File: config.mk
export PLATFORM = sky130hd
export DESIGN_NAME = mmio_io_responder_flat
export DESIGN_NICKNAME = d
export VERILOG_FILES = /design/src/rtl/mmio_io_responder_if.sv /design/src/rtl/mmio_io_responder.sv /design/src/flat_wrapper.sv
export SDC_FILE = /design/constraint.sdc
export NUM_CORES = 1
export LEC_CHECK = 0
export ABC_CLOCK_PERIOD_IN_PS = 2950
export CAP_MARGIN = 20
export CORE_ASPECT_RATIO = 0.8
export CORE_MARGIN = 2
export CORE_UTILIZATION = 23
export DETAILED_ROUTE_END_ITERATION = 8
export DONT_BUFFER_PORTS = 1
export PLACE_DENSITY_LB_ADDON = 0.2
export SYNTH_ARGS = -nofsm -noshare
export SYNTH_HDL_FRONTEND = slang
export SYNTH_SLANG_ARGS = --single-unit
File: constraint.sdc
create_clock -name clk -period 2.95 [get_ports clk]
set_input_delay 0.59 -clock clk [delete_from_list [all_inputs] [get_ports clk]]
set_output_delay 0.59 -clock clk [all_outputs]
set_load 0.05 [all_outputs]
File: src/rtl/mmio_io_responder_if.sv
// mmio_io_responder_if: CPU data-bus signals between a load/store master and an MMIO target
//   addr     16-bit CPU data address
//   rd_en    load strobe, one cycle per access
//   wr_en    store strobe, one cycle per access
//   wr_data  16-bit store data
//   rd_data  16-bit load data, 0 unless rd_valid
//   rd_valid one-cycle pulse the cycle after a hitting load
interface mmio_io_responder_if;
    logic [15:0] addr;
    logic        rd_en;
    logic        wr_en;
    logic [15:0] wr_data;
    logic [15:0] rd_data;
    logic        rd_valid;
    modport master (output addr, rd_en, wr_en, wr_data, input rd_data, rd_valid);
    modport slave  (input addr, rd_en, wr_en, wr_data, output rd_data, rd_valid);
endinterface

File: src/rtl/mmio_io_responder.sv
// mmio_io_responder: 4-word MMIO window serving debounced switches, LEDs, hex display and sticky status
//   clk/reset  system clock, synchronous active-high reset
//   bus        slave side of the CPU data bus (mmio_io_responder_if)
//   switches   raw asynchronous board switches
//   leds       LED register
//   seg_an     digit anodes, active-low, one lit at a time
//   seg_cat    segments {g,f,e,d,c,b,a}, active-low
module mmio_io_responder #(
    parameter logic [15:0] BASE_ADDR       = 16'hFFF0,
    parameter int          DEBOUNCE_CYCLES = 50000,
    parameter int          SCAN_DIV        = 1024
) (
    input  logic                       clk,
    input  logic                       reset,
    mmio_io_responder_if.slave         bus,
    input  logic [15:0]                switches,
    output logic [15:0]                leds,
    output logic [3:0]                 seg_an,
    output logic [6:0]                 seg_cat
);
    localparam int DW = $clog2(DEBOUNCE_CYCLES);
    localparam int SW = $clog2(SCAN_DIV);
    localparam logic [DW-1:0] DEB_LAST  = DW'(DEBOUNCE_CYCLES - 1);
    localparam logic [SW-1:0] SCAN_LAST = SW'(SCAN_DIV - 1);

    logic [15:0]   r_sync1, r_sw_s, r_cand, r_sw_db, r_leds, r_hex, r_rd_data;
    logic [DW-1:0] r_db_cnt;
    logic [SW-1:0] r_scan;
    logic [1:0]    r_digit;
    logic          r_sticky, r_rd_valid;
    logic [3:0]    r_an;
    logic [6:0]    r_cat;

    logic          w_hit, w_rd_hit, w_wr_hit, w_db_fire;
    logic [1:0]    w_off;
    logic [15:0]   w_rd_val;
    logic [3:0]    w_nib;
    logic [6:0]    w_cat;

    assign w_hit    = bus.addr[15:2] == BASE_ADDR[15:2];
    assign w_off    = bus.addr[1:0];
    assign w_rd_hit = bus.rd_en & w_hit;
    assign w_wr_hit = bus.wr_en & w_hit;
    assign w_rd_val = w_off == 2'd0 ? r_sw_db :
                      w_off == 2'd1 ? r_leds  :
                      w_off == 2'd2 ? r_hex   : {15'b0, r_sticky};
    // counter saturates at its terminal value, so a settled candidate that differs
    // from sw_db is committed on the first edge it has been stable long enough
    assign w_db_fire = (r_db_cnt == DEB_LAST) && (r_cand != r_sw_db);
    assign w_nib     = r_hex[{r_digit, 2'b00} +: 4];

    always_comb begin
        w_cat = 7'b1111111;
        case (w_nib)
            4'h0: w_cat = 7'b1000000;
            4'h1: w_cat = 7'b1111001;
            4'h2: w_cat = 7'b0100100;
            4'h3: w_cat = 7'b0110000;
            4'h4: w_cat = 7'b0011001;
            4'h5: w_cat = 7'b0010010;
            4'h6: w_cat = 7'b0000010;
            4'h7: w_cat = 7'b1111000;
            4'h8: w_cat = 7'b0000000;
            4'h9: w_cat = 7'b0010000;
            4'hA: w_cat = 7'b0001000;
            4'hB: w_cat = 7'b0000011;
            4'hC: w_cat = 7'b1000110;
            4'hD: w_cat = 7'b0100001;
            4'hE: w_cat = 7'b0000110;
            4'hF: w_cat = 7'b0001110;
            default: w_cat = 7'b1111111;
        endcase
    end

    always_ff @(posedge clk) begin
        if (reset) begin
            r_sync1    <= '0;
            r_sw_s     <= '0;
            r_cand     <= '0;
            r_db_cnt   <= '0;
            r_sw_db    <= '0;
            r_sticky   <= 1'b0;
            r_leds     <= '0;
            r_hex      <= '0;
            r_rd_valid <= 1'b0;
            r_rd_data  <= '0;
            r_scan     <= '0;
            r_digit    <= '0;
            r_an       <= 4'b1110;
            r_cat      <= 7'b1000000;
        end else begin
            r_sync1 <= switches;
            r_sw_s  <= r_sync1;
            if (r_sw_s != r_cand) begin
                r_cand   <= r_sw_s;
                r_db_cnt <= '0;
            end else if (r_db_cnt != DEB_LAST) begin
                r_db_cnt <= r_db_cnt + 1'b1;
            end
            if (w_db_fire)
                r_sw_db <= r_cand;
            // a new switch change outranks a status read-clear on the same edge
            r_sticky   <= w_db_fire | (r_sticky & ~(w_rd_hit && w_off == 2'd3));
            r_rd_valid <= w_rd_hit;
            r_rd_data  <= w_rd_hit ? w_rd_val : 16'h0000;
            if (w_wr_hit && w_off == 2'd1)
                r_leds <= bus.wr_data;
            if (w_wr_hit && w_off == 2'd2)
                r_hex <= bus.wr_data;
            r_scan  <= r_scan == SCAN_LAST ? '0 : r_scan + 1'b1;
            r_digit <= r_scan == SCAN_LAST ? r_digit + 1'b1 : r_digit;
            r_an    <= ~(4'b0001 << r_digit);
            r_cat   <= w_cat;
        end
    end

    assign bus.rd_valid = r_rd_valid;
    assign bus.rd_data  = r_rd_data;
    assign leds         = r_leds;
    assign seg_an       = r_an;
    assign seg_cat      = r_cat;
endmodule

File: src/flat_wrapper.sv
// flat-port wrapper written by rule: the top's interface ports become plain ports
module mmio_io_responder_flat 
#(
    parameter logic [15:0] BASE_ADDR       = 16'hFFF0,
    parameter int          DEBOUNCE_CYCLES = 50000,
    parameter int          SCAN_DIV        = 1024
)
  (clk, reset, switches, leds, seg_an, seg_cat, bus_addr, bus_rd_en, bus_wr_en, bus_wr_data, bus_rd_data, bus_rd_valid);
  mmio_io_responder_if bus_i ();
  input  logic clk;
  input  logic reset;
  input  logic [15:0] switches;
  output logic [15:0] leds;
  output logic [3:0] seg_an;
  output logic [6:0] seg_cat;
  input wire logic [$bits(bus_i.addr)-1:0] bus_addr;
  input wire logic [$bits(bus_i.rd_en)-1:0] bus_rd_en;
  input wire logic [$bits(bus_i.wr_en)-1:0] bus_wr_en;
  input wire logic [$bits(bus_i.wr_data)-1:0] bus_wr_data;
  output wire logic [$bits(bus_i.rd_data)-1:0] bus_rd_data;
  output wire logic [$bits(bus_i.rd_valid)-1:0] bus_rd_valid;
  assign bus_i.addr = bus_addr;
  assign bus_i.rd_en = bus_rd_en;
  assign bus_i.wr_en = bus_wr_en;
  assign bus_i.wr_data = bus_wr_data;
  assign bus_rd_data = bus_i.rd_data;
  assign bus_rd_valid = bus_i.rd_valid;
  mmio_io_responder #(.BASE_ADDR(BASE_ADDR), .DEBOUNCE_CYCLES(DEBOUNCE_CYCLES), .SCAN_DIV(SCAN_DIV)) u_core (.clk(clk), .reset(reset), .bus(bus_i), .switches(switches), .leds(leds), .seg_an(seg_an), .seg_cat(seg_cat));
endmodule
==> results of run 1 <==
## sequential cells by signal, summed over array words and instances, names as in the netlist, 10 cells and up
register            count
u_core.bus.rd_data     16
u_core.leds            16
u_core.r_cand          16
u_core.r_scan          10
u_core.r_hex           16
u_core.r_sw_s          16
u_core.r_db_cnt        16
u_core.r_sync1         16
u_core.r_sw_db         16
## routing by layer
| metal | vias up | GRT usage | part of all wire |
|---|---|---|---|
| li1 | 2056 | - | - |
| met1 | 1960 | 0.1405 | 0.49 |
| met2 | 75 | 0.1563 | 0.43 |
| met3 | 10 | 0.04079 | 0.067 |
| met4 | 0 | 0.04167 | 0.012 |
| met5 | - | 0 | 0 |
## path summary, 6_finish.rpt
path | cells after the start | start | endpoint | slack (ns)
max | 5 | u_core.r_db_cnt[11] | u_core.r_sw_db[14] | 0.61
min | 1 | reset | u_core.r_cand[5] | 0.24
max reg2reg | 5 | u_core.r_db_cnt[11] | u_core.r_sw_db[14] | 0.61
min reg2reg | 1 | u_core.r_sync1[5] | u_core.r_sw_s[5] | 0.44
## critical path, cell delays in order (launching register included)
cell,delay (ns)
dfxtp_1,0.35
or4b_4,0.56
nor4_4,0.46
o31a_1,0.45
buf_4,0.25
mux2i_1,0.19
## cells in the final DEF (no fill, tap or decap), types with 17 or more instances in the layout
cell       netlist  routed
a21oi_1         36      36
clkbuf_16        0      17
dfxtp_1        153     153
mux2i_1         50      50
nand2_1         43      43
nand2b_1        37      37
nor2_1          85      85
nor2b_1         53      53
xnor2_1         22      22
xor2_1          34      34
## per-stage QoR
stage          hold slack [ns]  cells  power [W]  worst slack [ns]    util
6_report                0.2406    993   0.004542            0.6109  0.2707
5_1_grt                 0.2343    993   0.004725            0.4166  0.2707
4_1_cts                 0.2182    993   0.004629            0.5685  0.2707
3_5_place_dp            0.4235    961   0.002241            0.4992  0.2467
3_3_place_gp            0.4222    961   0.002240            0.5198  0.2467
2_1_floorplan           0.4132    631   0.002250            0.7009       -
## power breakdown
part,internal (W),leakage [nW],switching (W)
clock network,0.00145,0.302,0.000900
logic,0.0000479,1.02,0.0000287
registers,0.00210,1.24,0.0000191
total,0.00359,2.57,0.000948
## cell usage after synthesis (3+ instances only)
cell	count	share of area
dfxtp_1	153	0.50
nor2_1	85	0.052
nor2b_1	53	0.054
mux2i_1	50	0.081
nand2_1	43	0.026
nand2b_1	37	0.038
a21oi_1	36	0.029
xor2_1	34	0.048
clkbuf_1	23	0.014
xnor2_1	22	0.031
ha_1	12	0.024
nand4_1	12	0.012
inv_1	10	0.0061
nand3_1	7	0.0057
and3_1	6	0.0061
mux4_2	6	0.022
nor4_1	5	0.0051
buf_2	4	0.0033
a22oi_1	3	0.0037
buf_1	3	0.0018
nor3_1	3	0.0024
or2_2	3	0.0030
## logic make-up after synthesis
group,Yosys count,share of synthesized area
buffers and inverters,43,0.03149
adders and majority gates,12,0.02438
and+or+nand+nor,265,0.2221
muxes,57,0.1050
DFF,153,0.4974
xor gates and xnor gates,56,0.07964
AOI/OAI and AO/OA,45,0.04002
## area by class of cell
class,instances,area (µm²),share of cell area
clock buffers,19,442.9,0.06215
clock inverters,13,190.2,0.02669
well taps,357,446.7,0.06268
flip-flops and latches,153,3063,0.4298
multi-input cells,435,2902,0.4071
inverters,10,37.54,0.005267
repair buffers,6,45.04,0.006320
==> out/results.tsv, run 1 <==
metric	value	unit
cts_tree	yes	
numPortBuffers	0	
hold_viol	0	
drv_slew	0	
placed_cell_area	0.006494	mm²
clockBufferDepth	2	
clock_sinks	153	
start_util	0.2339	
ant_nets	0	
hpwlAfterDp	10.55	mm
drv_cap	0	
cts_setup_buffers	0	
post-route-period-util	0.7929	
async_reset_ff_frac	0	
grt_usage	0.1064	
syn-num-nets	695	
root_buffer	clkbuf_16	
grt_start_max_net_pins	134	
ys_ff_latch	153	
drtIter0Drc	182	
synth_cell_types	39	
vias	4101	
drt_wl_total	14.54	mm
required	3.30	ns
critPathArrivalTime	2.69	ns
grt_pass1_wl	22.91	mm
outcome	finished clean	
cts_resized	0	
die_w	186.9	µm
ir_drop	424.1	µV
worstSetupPathType	reg -> reg	
setup_viol_count_final	0	
antenna_found_initial	0	
worstMarginPinSlew	0.6620	ns
synthesis.area	0.006158	mm²
core_area	0.02633	mm²
die_area	0.02811	mm²
io_pins	96	
rows	53	
fmax	427.5	MHz
ys_warn_count	0	
drt_first_pass_iters	4	
rsz0062_at_grt	no	
syn_inst	631	
ys_seq_area_frac	0.4974	
finClkSkew	0.008838	ns
slew_headroom	0.5580	
avgSynthCellArea	9.760	µm²
gp_congestion	0.7553	
crit_fanout	7	
nets	687	
area_delta_synth_final	15.73	%
hold_buffers	0	
synth_edf_count	0	
p_per_area	637.3	mW/mm²
period_minus_slack	2.339	ns
htree_levels	4	
fin_tns_setup	0	ns
gr-total-overflow	0	
power.leakage	2.565	nW
antennaDiodeCount	0	
clk_pin_slew	0.07	ns
drcViolationCount	0	
routed_via_density	4.130	
hold_class	in -> reg	
final_area	0.007127	mm²
drive_gt1_frac	0.07862	
num-fill-cells	2777	
wl_per_cell	14.64	µm
fp.dieH	150.4	µm
grt_pass1_vias	4113	
clk_latency	0.42	ns
synth_flop_cell	dfxtp_1	
cp-start-kind	register	
cts_buffers	17	
end_kind	register	
Power figures use the tool's default switching activity.
==> run 2: changes to the inputs <==
- ABC_CLOCK_PERIOD_IN_PS: 2950 -> 1900
- clock period: 2.95 -> 1.9 ns (I/O delays scaled with it)
==> run 2 against run 1 <==
The flow now finishes with violations (negative setup slack). Clock skew fell by 0.0014 ns. Combinational power rose by 74%. Setup slack got worse by 0.62 ns. Critical path type unchanged. Global-route usage rose by 0.98 points. Highest routed layer unchanged. Largest power group unchanged. Via count rose by 4.9%. Register-to-register slack got worse by 0.62 ns. Die area did not move. Clock-buffer cell count rose by 2. Power rose by 54%.
==> out/results.tsv, run 2 (synthesis results as in run 1) <==
metric	value	unit	change
outcome	finished, violations left		
violations	negative setup slack		
numPortBuffers	0		unchanged
p_per_area	936.7	mW/mm²	+47%
core_area	0.02633	mm²	unchanged
fp.dieH	150.4	µm	unchanged
hold_class	in -> reg		
drtIter0Drc	254		+40%
worstReg2RegStart	u_core.r_digit[1]		
rsz0062_at_grt	yes		
fmax	522.4	MHz	+22%
period_minus_slack	1.914	ns	-0.4250 ns
cts_setup_buffers	0		unchanged
final_cells	1027		+3.4%
post-route-period-util	1.007		+0.2145
gp_congestion	0.7472		-1.1%
die_w	186.9	µm	unchanged
worst_slack	-0.01411	ns	-0.6250 ns
mostFrequentLayoutCells	dfxtp_1, nor2_1, nor2b_1		
ir_drop	690.8	µV	+63%
hold_path_depth	1		unchanged
drt_first_pass_iters	7		+3
gr-total-overflow	0		unchanged
slew_headroom	0.6133		+0.05531
antennaDiodeCount	0		unchanged
clk_latency	0.43	ns	about the same
critPathArrivalTime	2.23	ns	-0.46 ns
hold_viol	0		unchanged
clock_sinks	153		unchanged
crit-reg2reg-capture	u_core.seg_cat[3]		
worstSetupPathType	reg -> reg		
crit_fanout	6		-1
routed_via_density	4.189		+1.4%
drv_cap	0		unchanged
cts_buffers	17		unchanged
drt_wl_total	15.83	mm	+8.9%
wl_per_cell	15.41	µm	+5.3%
io_pins	96		unchanged
root_buffer	clkbuf_16		
worstHoldStart	reset		
r2r_setup_slack	-0.01	ns	-0.62 ns
required	2.21	ns	-1.09 ns
drcViolationCount	0		unchanged
clockBufferDepth	2		unchanged
setup_viol_count_final	1		+1
cp-start-kind	register		
antenna_found_initial	0		unchanged
reg2reg_depth	6		+1
worstMarginPinSlew	0.5792	ns	-0.08284 ns
drive_gt1_frac	0.1493		+0.07064
vias	4302		+4.9%
finClkSkew	0.007446	ns	-0.001392 ns
grt_usage	0.1163		+0.009813
grt_start_max_net_pins	134		unchanged
cts_tree	yes		
ant_nets	0		unchanged
min_to	u_core.r_sync1[9]		
nets	721		+4.9%
area_delta_synth_final	21.62	%	
end_kind	register		
hpwlAfterDp	11.25	mm	+6.7%
die_area	0.02811	mm²	unchanged
power.leakage	2.781	nW	+8.4%
clk_pin_slew	0.06	ns	about the same
hold_buffers	0		unchanged
grt_pass1_vias	4393		+6.8%
drv_slew	0		unchanged
start_util	0.2339		unchanged
placed_cells	994		+3.4%
htree_levels	4		unchanged
fin_util	0.2845		+0.01378
grt_pass1_wl	24.87	mm	+8.6%
final_common_cell	dfxtp_1		
rows	53		unchanged
run 2: metal layers:
metal  global-route usage  wire, µm  up-vias
met5                    0         0        -
met4              0.03571       165        0
met3              0.04988      1239       13
met2               0.1740      6738      102
met1               0.1512      7684     2059
li1                     -         -     2128
run 2: how the worst max path moves through the flow:
stage / start / endpoint / slack [ns] / cells after the start
final: u_core.r_digit[1] / u_core.seg_cat[3] / -0.01 / 6
after global routing: u_core.r_digit[0] / u_core.seg_cat[4] / -0.09 / 9
after CTS: u_core.r_db_cnt[11] / u_core.r_sw_db[9] / -0.03 / 5
after detailed placement: bus_addr[3] / u_core.bus.rd_data[0] / -0.11 / 5
after global placement: bus_addr[3] / u_core.bus.rd_data[7] / -0.1 / 5
after floorplan: u_core.r_digit[1] / u_core.seg_cat[3] / -0.07 / 7
run 2: final cells by class:
cell class	instances	area, µm²
Clock inverter	11	142.6
Timing Repair Buffer	39	329.1
Sequential cell	153	3068
Inverter	10	37.54
Fill cell	2790	18840
Multi-Input combinational cell	436	2985
Clock buffer	21	480.5
Tap cell	357	446.7
run 2: power by group:
group	leakage (nW)	total (W)	internal, W	switching, W
clock	0.305	0.00360	0.00220	0.00140
combinational	1.23	0.000133	0.0000813	0.0000514
sequential	1.24	0.00328	0.00325	0.0000259
run 2: metrics by stage:
stage          instance area, µm²  setup WS [ns]  total power [W]   TNS, ns  hold slack, ns
2_1_floorplan                6210       -0.06608         0.003495   -0.7269          0.4132
5_1_grt                      7490       -0.08860         0.007293   -0.6778         0.01381
3_5_place_dp                 6804        -0.1120         0.003486   -0.8872          0.4218
4_1_cts                      7433       -0.02525         0.007143  -0.03967        0.003924
6_report                     7490       -0.01411         0.007015  -0.01411         0.03594
3_3_place_gp                 6804       -0.09803         0.003483   -0.2273          0.4242
run 2: timing repair:
| item | in CTS | in global routing |
|---|---|---|
| cloned | 0 | 1 |
| setup endpoints to repair | 4 | 23 |
| gates resized for setup | 3 | 7 |
run 2: critical path, stage by stage, from the launching register on:
cell and delay [ns]:
dfxtp_2 0.35, mux4_2 0.60, inv_2 0.11, ha_4 0.14
inv_2 0.03, mux4_2 0.44, nor2b_1 0.14
==> run 3: changes to the inputs <==
- ABC_CLOCK_PERIOD_IN_PS: 1900 -> 2400
- clock period: 1.9 -> 2.4 ns (I/O delays scaled with it)
==> run 3 against run 2 <==
The flow now finishes without violations. Die area unchanged. Clock power shrank 23%. Sequential share of layout area up 1.9 points. Clock-buffer cell count down 1. Fmax fell by 5.9%. Critical path depth down 1. Setup slack improved by 0.38 ns. Cell area is 4.6% lower. Combinational power down 28%. Non-clock buffer count shrank 29. Critical path type unchanged. Critical endpoint is now u_core.r_db_cnt[4]. Largest cell class unchanged.
==> out/results.tsv, run 3 (synthesis results as in run 1) <==
metric	value	unit	change
clk_latency	0.42	ns	about the same
power.leakage	2.580	nW	-7.2%
cts_resized	0		-3
vias	4113		-4.4%
area_delta_synth_final	16.03	%	
antenna_found_initial	0		unchanged
crit_fanout	16		+10
hold_buffers	0		unchanged
fmax	491.8	MHz	-5.9%
worstMarginPinSlew	0.6584	ns	+0.07918 ns
drv_slew	0		unchanged
clock_sinks	153		unchanged
gp_congestion	0.7319		-2.0%
die_area	0.02811	mm²	unchanged
p_seq_frac	0.474		+0.006
antennaDiodeCount	0		unchanged
clockPowerShare	0.509		-0.004
grt_usage	0.1088		-0.007472
fin_tns_setup	0	ns	+0.01411 ns
nets	691		-4.2%
switchingPower	0.001171	W	-21%
gr-total-overflow	0		unchanged
final_area	0.007146	mm²	-4.6%
p_per_area	768.1	mW/mm²	-18%
setup_viol_count_final	0		-1
clockBufferDepth	2		unchanged
drt_wl_total	14.79	mm	-6.5%
grt_start_max_net_pins	134		unchanged
required	2.73	ns	+0.52 ns
switching_share	0.2134		+0.003146
clk_pin_slew	0.07	ns	about the same
worstSetupPathType	reg -> reg		
finClkSkew	0.008057	ns	+0.0006112 ns
rsz0062_at_grt	no		
cts_buffers	17		unchanged
placed_cell_area	0.006536	mm²	-3.9%
grt_pass1_vias	4265		-2.9%
rows	53		unchanged
numPortBuffers	0		unchanged
io_pins	96		unchanged
drcViolationCount	0		unchanged
hold_class	in -> reg		
root_buffer	clkbuf_16		
cp-start-kind	register		
drt_first_pass_iters	4		-3
htree_levels	4		unchanged
cts_tree	yes		
p_comb_frac	0.018		about the same
drv_cap	0		unchanged
critPathArrivalTime	2.37	ns	+0.14 ns
routed_via_density	4.125		-1.5%
slew_headroom	0.5605		-0.05286
end_kind	register		
ant_nets	0		unchanged
die_w	186.9	µm	unchanged
final_common_cell	dfxtp_1		
drtIter0Drc	176		-31%
fp.dieH	150.4	µm	unchanged
grt_pass1_wl	23.50	mm	-5.5%
outcome	finished clean		
hpwlAfterDp	10.76	mm	-4.4%
ir_drop	465.7	µV	-33%
mostFrequentLayoutCells	dfxtp_1, nor2_1, nor2b_1		
core_area	0.02633	mm²	unchanged
drive_gt1_frac	0.08281		-0.06644
start_util	0.2339		unchanged
post-route-period-util	0.8473		-0.1601
wl_per_cell	14.84	µm	-3.7%
period_minus_slack	2.034	ns	+0.1194 ns
hold_viol	0		unchanged
internal-power	0.004317	W	-22%
cts_setup_buffers	0		unchanged
[run 3: cell types whose count changed in the layout (fill, tap and decap cells not counted), sizes merged]
cell | previous run | this run
clkbuf | 21 | 20
buf | 39 | 10
mux4 | 7 | 6
inv | 11 | 15
clkinv | 5 | 2
[run 3: worst paths after layout]
kind	startpoint	endpoint	slack (ns)	depth (start not counted)
max	u_core.r_cand[14]	u_core.r_db_cnt[4]	0.37	5
min reg2reg	u_core.r_sync1[14]	u_core.r_sw_s[14]	0.43	1
min	reset	u_core.r_sync1[11]	0.14	1
max reg2reg	u_core.r_cand[14]	u_core.r_db_cnt[4]	0.37	5
[run 3: layer usage]
layer  track usage  routed length [µm]  vias up
met2        0.1652                6327       84
li1              -                   -     2072
met1        0.1414                7352     1943
met4       0.03254                 175        0
met3       0.04429                 939       14
met5             0                   0        -
[run 3: metrics by stage]
step | hold WS [ns] | setup WS [ns] | total power, W | instances | utilization
6_report | 0.1390 | 0.3665 | 0.005488 | 997 | 0.2714
3_3_place_gp | 0.4237 | 0.3332 | 0.002756 | 965 | 0.2483
5_1_grt | 0.1043 | 0.2200 | 0.005703 | 997 | 0.2714
3_5_place_dp | 0.4212 | 0.3510 | 0.002756 | 965 | 0.2483
4_1_cts | 0.1186 | 0.3463 | 0.005580 | 997 | 0.2714
2_1_floorplan | 0.4132 | 0.2211 | 0.002765 | 631 | -
[run 3: power groups by stage]
stage	Clock [W]	Combinational [W]	Sequential, W
after floorplan	0	0.000117	0.00265
after global placement	0	0.0000990	0.00266
after detailed placement	0	0.0000988	0.00266
after CTS	0.00288	0.0000991	0.00260
after global routing	0.00299	0.000110	0.00260
final	0.00279	0.0000961	0.00260
[run 3: critical path: stages, from the launching register on]
cell	delay, ns
dfxtp_1	0.34
xor2_1	0.16
nor3_1	0.35
nand3_1	0.13
or4_1	0.69
nor3_1	0.27
[run 3: area by class of cell]
class,instances,area (µm²)
Clock buffer,20,446.7
Clock inverter,12,162.7
Fill cell,2791,19180
Inverter,10,37.54
Multi-Input combinational cell,435,2902
Sequential cell,153,3063
Tap cell,357,446.7
Timing Repair Buffer,10,87.58
